File: src/rtl/sisc_core.sv
// sisc_core: multi-cycle SISC execution core.
// The core fetches one instruction per handshake, reads operands from an internal
// register file and executes on an internal ALU. It then updates the {C,N,V,Z}
// status flags and writes the result back.
// Optional feature macro: SISC_SAT_EN. When it is defined, ADD/SUB/ADDI saturate
// on signed overflow instead of wrapping.
module sisc_core #(
  parameter int WIDTH = 32,
  parameter int NREGS = 16
) (
  input  logic             clk,
  input  logic             rst_f,
  input  logic [31:0]      instruction,
  input  logic             instr_valid,
  output logic             instr_ready,
  output logic [3:0]       stat,
  output logic             wb_valid,
  output logic [3:0]       wb_addr,
  output logic [WIDTH-1:0] wb_data,
  output logic             halted,
  input  logic [3:0]       dbg_addr,
  output logic [WIDTH-1:0] dbg_data
);

  typedef enum logic [2:0] {
    S_FETCH, S_DECODE, S_EXECUTE, S_WRITEBACK, S_HALT
  } state_t;

  localparam logic [3:0] OP_ALU  = 4'h1;
  localparam logic [3:0] OP_ADDI = 4'h2;
  localparam logic [3:0] OP_HALT = 4'hF;

  state_t state_q, state_d;

  logic signed [WIDTH-1:0] regs [16];

  // Fetch stage: latched instruction word and its fields
  logic [31:0] instr_p0;
  logic [3:0]  op_p0, rd_p0, rs_p0, rt_p0;
  logic [15:0] imm_p0;
  logic signed [WIDTH-1:0] imm_ext_p0, rs_val, rt_val;

  assign op_p0  = instr_p0[31:28];
  assign rd_p0  = instr_p0[27:24];
  assign rs_p0  = instr_p0[23:20];
  assign rt_p0  = instr_p0[19:16];
  assign imm_p0 = instr_p0[15:0];
  assign imm_ext_p0 = WIDTH'($signed(imm_p0));

  // Register reads return zero for any index at or above NREGS.
  assign rs_val   = (32'(rs_p0) < NREGS) ? regs[rs_p0] : '0;
  assign rt_val   = (32'(rt_p0) < NREGS) ? regs[rt_p0] : '0;
  assign dbg_data = (32'(dbg_addr) < NREGS) ? regs[dbg_addr] : '0;

  // Decode stage: latched operands and operation select
  logic signed [WIDTH-1:0] opa_p1, opb_p1;
  logic                    is_addi_p1;
  logic [2:0]              fn_p1;
  logic [3:0]              rd_p1;

  // Execute stage: ALU result and flags
  logic signed [WIDTH-1:0] alu_r, res_p2;
  logic [WIDTH:0]          sum_w;
  logic                    alu_c, alu_v;
  logic [3:0]              stat_d;

`ifdef SISC_SAT_EN
  // Clamp an overflowed signed sum to the extreme in the direction of operand a.
  function automatic logic signed [WIDTH-1:0] sat_ovf(input logic signed [WIDTH-1:0] r,
                                                      input logic ovf,
                                                      input logic a_neg);
    if (!ovf)
      return r;
    else if (a_neg)
      return {1'b1, {(WIDTH-1){1'b0}}};
    else
      return {1'b0, {(WIDTH-1){1'b1}}};
  endfunction
`endif

  // Next-state and handshake/status outputs of the control FSM
  always_comb begin
    state_d     = state_q;
    instr_ready = 1'b0;
    wb_valid    = 1'b0;
    halted      = 1'b0;
    case (state_q)
      S_FETCH: begin
        instr_ready = !rst_f;
        if (instr_valid) state_d = S_DECODE;
      end
      S_DECODE: begin
        case (op_p0)
          OP_HALT:         state_d = S_HALT;
          OP_ALU, OP_ADDI: state_d = S_EXECUTE;
          default:         state_d = S_FETCH;
        endcase
      end
      S_EXECUTE:   state_d = S_WRITEBACK;
      S_WRITEBACK: begin
        wb_valid = !rst_f;
        state_d  = S_FETCH;
      end
      S_HALT: begin
        halted  = 1'b1;
        state_d = S_HALT;
      end
      default: state_d = S_FETCH;
    endcase
  end

  // State register; reset aborts whatever instruction is in flight
  always_ff @(posedge clk) begin
    if (rst_f) state_q <= S_FETCH;
    else       state_q <= state_d;
  end

  // Capture the instruction word on handshake
  always_ff @(posedge clk) begin
    if (state_q == S_FETCH && instr_valid) instr_p0 <= instruction;
  end

  // Latch operands during DECODE; ADDI takes the sign-extended immediate as b
  always_ff @(posedge clk) begin
    if (state_q == S_DECODE) begin
      opa_p1     <= rs_val;
      opb_p1     <= (op_p0 == OP_ADDI) ? imm_ext_p0 : rt_val;
      is_addi_p1 <= (op_p0 == OP_ADDI);
      fn_p1      <= imm_p0[2:0];
      rd_p1      <= rd_p0;
    end
  end

  // ALU: raw result with carry and signed-overflow flags
  always_comb begin
    sum_w = '0;
    alu_r = '0;
    alu_c = 1'b0;
    alu_v = 1'b0;
    if (is_addi_p1 || fn_p1 == 3'd0) begin
      sum_w = {1'b0, opa_p1} + {1'b0, opb_p1};
      alu_r = sum_w[WIDTH-1:0];
      alu_c = sum_w[WIDTH];
      alu_v = (opa_p1[WIDTH-1] == opb_p1[WIDTH-1]) && (alu_r[WIDTH-1] != opa_p1[WIDTH-1]);
    end else begin
      case (fn_p1)
        3'd1: begin
          // C here is the carry of a + ~b + 1, i.e. 1 means no borrow
          sum_w = {1'b0, opa_p1} + {1'b0, ~opb_p1} + (WIDTH+1)'(1);
          alu_r = sum_w[WIDTH-1:0];
          alu_c = sum_w[WIDTH];
          alu_v = (opa_p1[WIDTH-1] != opb_p1[WIDTH-1]) && (alu_r[WIDTH-1] != opa_p1[WIDTH-1]);
        end
        3'd2: alu_r = opa_p1 & opb_p1;
        3'd3: alu_r = opa_p1 | opb_p1;
        3'd4: alu_r = opa_p1 ^ opb_p1;
        3'd5: alu_r = ~opa_p1;
        3'd6: begin
          alu_r = {opa_p1[WIDTH-2:0], 1'b0};
          alu_c = opa_p1[WIDTH-1];
        end
        default: begin
          alu_r = {1'b0, opa_p1[WIDTH-1:1]};
          alu_c = opa_p1[0];
        end
      endcase
    end
`ifdef SISC_SAT_EN
    res_p2 = sat_ovf(alu_r, alu_v, opa_p1[WIDTH-1]);
`else
    res_p2 = alu_r;
`endif
    stat_d = {alu_c, res_p2[WIDTH-1], alu_v, (res_p2 == '0)};
  end

  // Execute/writeback boundary: flags and writeback port are registered in EXECUTE
  always_ff @(posedge clk) begin
    if (rst_f) begin
      stat    <= 4'b0000;
      wb_addr <= 4'd0;
      wb_data <= '0;
    end else if (state_q == S_EXECUTE) begin
      stat    <= stat_d;
      wb_addr <= rd_p1;
      wb_data <= res_p2;
    end
  end

  // Register file write at the end of WRITEBACK; unimplemented indices drop the write
  always_ff @(posedge clk) begin
    if (rst_f) begin
      for (int i = 0; i < 16; i++) regs[i] <= '0;
    end else if (state_q == S_WRITEBACK && 32'(wb_addr) < NREGS) begin
      regs[wb_addr] <= wb_data;
    end
  end

endmodule

File: config.mk
export PLATFORM = sky130hd
export DESIGN_NAME = sisc_core
export DESIGN_NICKNAME = d
export VERILOG_FILES = /design/src/rtl/sisc_core.sv
export SDC_FILE = /design/constraint.sdc
export NUM_CORES = 1
export LEC_CHECK = 0
export BUFFER_PORTS_ARGS = -buffer_cell sky130_fd_sc_hd__buf_2
export CAP_MARGIN = 20
export CELL_PAD_IN_SITES_DETAIL_PLACEMENT = 2
export CELL_PAD_IN_SITES_GLOBAL_PLACEMENT = 2
export CORE_MARGIN = 2
export CORE_UTILIZATION = 35
export DETAILED_ROUTE_END_ITERATION = 8
export PLACE_DENSITY_LB_ADDON = 0.1
export SLEW_MARGIN = 0
export SYNTH_ARGS = -nofsm -noshare
export SYNTH_HDL_FRONTEND = slang
export SYNTH_SLANG_ARGS = --single-unit
File: constraint.sdc
create_clock -name clk -period 5.4 [get_ports clk]
set_clock_uncertainty 0.2 [all_clocks]
set_input_delay 1.08 -clock clk [delete_from_list [all_inputs] [get_ports clk]]
set_output_delay 1.08 -clock clk [all_outputs]
set_load 0.1 [all_outputs]
# After elaboration in Yosys (flattened, before gate mapping)
# Memories as Yosys holds them, arrays and structs flattened. A register that Yosys moved wholly into a read port is not among the register bits.
# Index checks and enable logic that the tools add are counted.
# word_totals
reg_bits,115
ram_bits,512
input_bits,39
out_inout_bits,75
elab_cells,69
n_memories,1
# op_classes
n_addsub,3
n_eq_ne,18
mux,22
bitwise_logic,5
n_reduce_logical,11
# mem_list
memory,words,width,rd,rd_ports_with_merged_regs,write_ports,line,text
regs,16,32,3,2,16,35,logic signed [WIDTH-1:0] regs [16];
# op_table
op,n
$pmux 32 s6,1
$mux 32,3
$add 32x32->33,2
$not 32->32,2
$add 33x1->33 const B,1
$and 32x32->32,1
$logic_not 32->1,1
$or 32x32->32,1
$reduce_or 32->1,1
$xor 32x32->32,1
$eq 3x2->1 const B,4
$eq 3x3->1 const B,4
$mux 1,12
$pmux 3 s4,1
$mux 4,2
$eq 3x1->1 const B,2
$logic_not 3->1,2
$pmux 3 s2,1
$eq 4x1->1 const B,1
$eq 4x2->1 const B,1
$eq 4x4->1 const B,1
$reduce_or 4->1,1
$logic_and 1x1->1,3
$mux 3,1
7 further kinds,9

# Logic depth before layout (Yosys ltp)
# logic_depth
depth_word,7
depth_mapped,15

# Least setup slack after synthesis
# Ideal clock, no wire load.
# synth_path
path_kind,input to register
startpoint,in rst_f
endpoint,mem regs[10][0] (enable)
setup_ns,0.465
arrival_time_ns,6.611
required_time_ns,4.735
slack_ns,-1.877
cell_stages,4
path_cell_list,clkbuf_1 > nor3b_1 > nand3b_1 > o21ai_0
# synth_lines
element,line,text
"start, declared",12,"input logic rst_f,"
"end, declared",35,

# Worst setup path in the final report
# layout_path
startpoint,"reg opa_p1[23], read port of regs"
endpoint,reg stat[0]
# layout_via
elab_chain_cells,5
# layout_rtl
element,line,text
"start, declared",56,"logic signed [WIDTH-1:0] opa_p1, opb_p1;"
$add 32x32->33,149,"sum_w = {1'b0, opa_p1} + {1'b0, ~opb_p1} + (WIDTH+1)'(1);"
$add 33x1->33,149,
$pmux 32 s6,146,case (fn_p1)
$mux 32 *,140,if (is_addi_p1 || fn_p1 == 3'd0) begin
$logic_not 32->1 *,173,"stat_d = {alu_c, res_p2[WIDTH-1], alu_v, (res_p2 == '0)};"
"end signal, assigned",183,stat <= stat_d;
"end, declared",16,"output logic [3:0] stat,"
# Every way passes the cells marked *; elsewhere a longest branch is shown, timed or not.
# A chain may end at the register's enable or synchronous reset.

==> metrics.csv <==
metric,value,unit
share of power burned in registers,40.3,%
share of final-layout standard cells stronger than drive strength 1,29.1,%
"Hold-fix buffers, CTS",0,
pre-CTS setup slack,684,ps
number of nets produced by synthesis,3260,
number of DRC violations after detailed-routing iteration 0,3339,
Pre-Repair DR Iteration Count,5,
initial cell density of the core,35.2,%
required time at the endpoint of the critical path,5770,ps
total net switching power,0.00472,W
synthesized area per cell,13.5,sq um
number of fillers in the final layout,11800,
setup slack on the worst flop-to-flop path,570,ps
final sum of negative setup slack,0,ps
# DRC,0,
share of synthesized area occupied by flip-flops and latches,46.1,%
DR vias/cell,6.27,
Final Max Tran Viols,0,
largest buffer count on any clock path,3,
clock transition time at the flip-flop clock pins of the worst setup and hold paths,60,ps
overall routing resource usage,28.9,%
core region area,120000,sq um
cell mode on critical path,sky130_fd_sc_hd__o31ai_1,
R2R cell count,14,
Port Buffer Count,113,
part of the cycle the worst path needs,89.5,%
met1 layer usage reported by global route,39.9,%
count of boundary I/O pins,114,
# H-tree levels,3,
via total after detailed routing,30400,
power density over the cells,315,nW/um^2
placer congestion estimate,0.892,
number of enable-type register cells in the synthesized netlist,616,
gate count of the mapped netlist,3123,
met3 track demand over resource in global routing,5.04,%
worst stage delay on the critical path,750,ps
count of endpoints failing hold in the final timing report,0,
pin count of the biggest net entering global routing,61,
met2 Usage GRT,47.0,%
maximum net fanout on the critical path,12,
root buffer cell,sky130_fd_sc_hd__clkbuf_16,
area of the die,123000,sq um
Resize count post-CTS,0,
Max Fclk,207,MHz
clock tree from TritonCTS,done,
Mapped Area,42100,sq um
max_slew headroom,17.7,%
worst flop-to-flop path startpoint,opa_p1[23]$_DFFE_PP_,
TritonCTS buffer count,86,
clock network power share,39.7,%
die outline height,351,um
worst r2r dst,stat[0]$_SDFFE_PP0N_,
cells along the critical path,inv_1 -> ha_1 -> clkinv_1 -> o31ai_1 -> a311oi_1 -> a21oi_1 -> buf_4 -> a31oi_1 -> o211ai_1 -> nor3_1 -> o31ai_1 -> a221oi_1 -> nand4_1 -> nand2_1,
grt total ovfl,0,
number of synthesis warnings,0,
type of destination of the critical path,register,
run status,"finished, final reports clean",
Post-DP HPWL,114000,um
Synth cell types,92,
placed cell count,4682,
switching share of power,31.2,%
clock latency reported for the late side of the worst-skew pair,720,ps
number of placement rows,127,
busiest layer in global routing,met2,
layout net count,3295,
antenna violation net count after detailed routing,0,
number of register bits inferred by synthesis,662,
Worst-Margin Slew,1230,ps
area growth from synthesis to final layout,14.0,%
total detailed-routing wirelength,177000,um
destination of the worst hold path,rd_p1[3]$_DFFE_PP_,
Period minus WS final,4830,ps
x dimension of the die,351,um
internal power contribution,0.0104,W
mean routed wirelength per cell,36.5,um
setup repair after global routing missed its margin,no,
Worst path slowest cell,sky130_fd_sc_hd__o31ai_1,
startpoint of the worst hold path,instr_p0[27]$_DFFE_PP_,
first-pass GRT wire length,251000,um
count of final setup violators,0,
tightest hold margin,226,ps
clock sink count,662,
initial antenna violation count,25,
crit path kind,reg2reg,
minimum setup slack in the final design,567,ps
number of buffers added for setup after CTS,0,
share of synthesized flip-flops with an asynchronous set or reset,0,%
type of the most critical hold path,reg2reg,
data arrival time of the worst path,5200,ps
Max rail drop VDD,0.267,mV
launching element type of the critical path,register,
leakage power,17.2,nW
post-route insts no fill,4850,
part of the power in combinational logic,19.9,%
worst hold path stage count,0,
number of global-route vias before repair,32100,
most instantiated flip-flop cell in the synthesis netlist,sky130_fd_sc_hd__edfxtp_1,
max capacitance violation total,0,
## routing by layer
metal | up-vias | share of wire [%]
li1 | 12300 | -
met1 | 16500 | 42
met2 | 1365 | 48
met3 | 259 | 7.4
met4 | 2 | 2.8
met5 | - | 0.0045
## stage by stage
step                area, sq um  power, W  util (%)
floorplan                 42100   0.00807         -
global placement          45000   0.00911      37.6
detailed placement        45100   0.00918      37.7
CTS                       48000    0.0152      40.1
global route              48000    0.0156      40.1
finish                    48000    0.0151      40.1
## cell usage after synthesis, types with 40 or more instances
library cell | n | area, sq um
sky130_fd_sc_hd__and2_1 | 519 | 3250
sky130_fd_sc_hd__dfxtp_1 | 46 | 921
sky130_fd_sc_hd__clkbuf_1 | 220 | 826
sky130_fd_sc_hd__nand2_1 | 96 | 360
sky130_fd_sc_hd__ha_1 | 96 | 1200
sky130_fd_sc_hd__nor2_1 | 137 | 514
sky130_fd_sc_hd__buf_1 | 40 | 150
sky130_fd_sc_hd__inv_1 | 113 | 424
sky130_fd_sc_hd__edfxtp_1 | 616 | 18500
sky130_fd_sc_hd__o21ai_0 | 109 | 546
sky130_fd_sc_hd__nor3_1 | 47 | 235
sky130_fd_sc_hd__a21oi_1 | 110 | 551
sky130_fd_sc_hd__mux4_2 | 480 | 10800
## cells by family after synthesis
logic type	synth area share [%]
buf+inv	3.72
fa+ha+maj	2.97
compound gates	7.69
mux	26.5
simple gates	12.6
xor+xnor	0.416
flops	46.1
## power by group through the flow
| stage | clock (W) | sequential [W] | combinational (W) |
|---|---|---|---|
| finish | 0.00600 | 0.00610 | 0.00301 |
| global route | 0.00627 | 0.00613 | 0.00316 |
| CTS | 0.00611 | 0.00610 | 0.00299 |
| detailed placement | 0 | 0.00620 | 0.00298 |
| global placement | 0 | 0.00618 | 0.00293 |
| floorplan | 0 | 0.00608 | 0.00199 |
## cells in the final DEF (no fill, tap or decap), types with 14 or more instances in the layout
master,count
sky130_fd_sc_hd__a211oi_1,33
sky130_fd_sc_hd__a21o_1,14
sky130_fd_sc_hd__a21oi_1,110
sky130_fd_sc_hd__a221oi_1,15
sky130_fd_sc_hd__a31oi_1,21
sky130_fd_sc_hd__and2_1,518
sky130_fd_sc_hd__buf_12,21
sky130_fd_sc_hd__buf_2,111
sky130_fd_sc_hd__buf_4,99
sky130_fd_sc_hd__clkbuf_16,87
sky130_fd_sc_hd__clkinv_2,21
sky130_fd_sc_hd__dfxtp_1,42
sky130_fd_sc_hd__edfxtp_1,616
sky130_fd_sc_hd__ha_1,96
sky130_fd_sc_hd__inv_1,113
sky130_fd_sc_hd__mux2_2,21
sky130_fd_sc_hd__mux4_2,480
sky130_fd_sc_hd__nand2_1,96
sky130_fd_sc_hd__nand2b_1,19
sky130_fd_sc_hd__nand3_1,22
sky130_fd_sc_hd__nand4_1,16
sky130_fd_sc_hd__nor2_1,123
sky130_fd_sc_hd__nor2_4,14
sky130_fd_sc_hd__nor2b_1,22
sky130_fd_sc_hd__nor3_1,43
sky130_fd_sc_hd__nor4_1,16
sky130_fd_sc_hd__o211ai_1,24
sky130_fd_sc_hd__o21ai_0,97
sky130_fd_sc_hd__o221ai_1,14
sky130_fd_sc_hd__o22ai_1,23
sky130_fd_sc_hd__o31ai_1,16
sky130_fd_sc_hd__xnor2_1,16
## critical path: cells and delay by family, from the launching register on
kind | cells | cell delay [ps]
AO/OA/AOI/OAI | 7 | 2460
buffers and inverters | 3 | 700
adder cells (fa/ha/maj) | 1 | 580
flip-flops | 1 | 480
AND/OR/NAND/NOR | 3 | 300
## final cells by class
cell class	instances	area [sq um]	share of cell area, %
Sequential cell	662	19400	40.5
Timing Repair Buffer	234	1770	3.69
Inverter	117	439	0.915
Multi-Input combinational cell	2057	21400	44.6
Tap cell	1612	2020	4.20
Clock inverter	57	636	1.32
Antenna cell	7	17.5	0.0365
Clock buffer	104	2280	4.75
## worst max path at each step
stage | endpoint | slack, ps | cells past startpoint | from
floorplan | regs[6][0]$_SDFFCE_PN0P_ | -560 | 5 | rst_f
global placement | stat[0]$_SDFFE_PP0N_ | 610 | 14 | opa_p1[23]$_DFFE_PP_
detailed placement | stat[0]$_SDFFE_PP0N_ | 680 | 14 | opa_p1[23]$_DFFE_PP_
CTS | stat[0]$_SDFFE_PP0N_ | 680 | 14 | opa_p1[23]$_DFFE_PP_
global route | stat[0]$_SDFFE_PP0N_ | 520 | 14 | opa_p1[23]$_DFFE_PP_
finish | stat[0]$_SDFFE_PP0N_ | 570 | 14 | opa_p1[23]$_DFFE_PP_
## state kept, by name, indices dropped and copies added (netlist names), 3 cells and up, named ones only
register  flops
regs        512
instr_p0     32
opa_p1       32
opb_p1       32
wb_data      31
rd_p1         4
stat          4
wb_addr       4
fn_p1         3
state_q       3
Note: power is estimated with default switching activity, not from simulation.
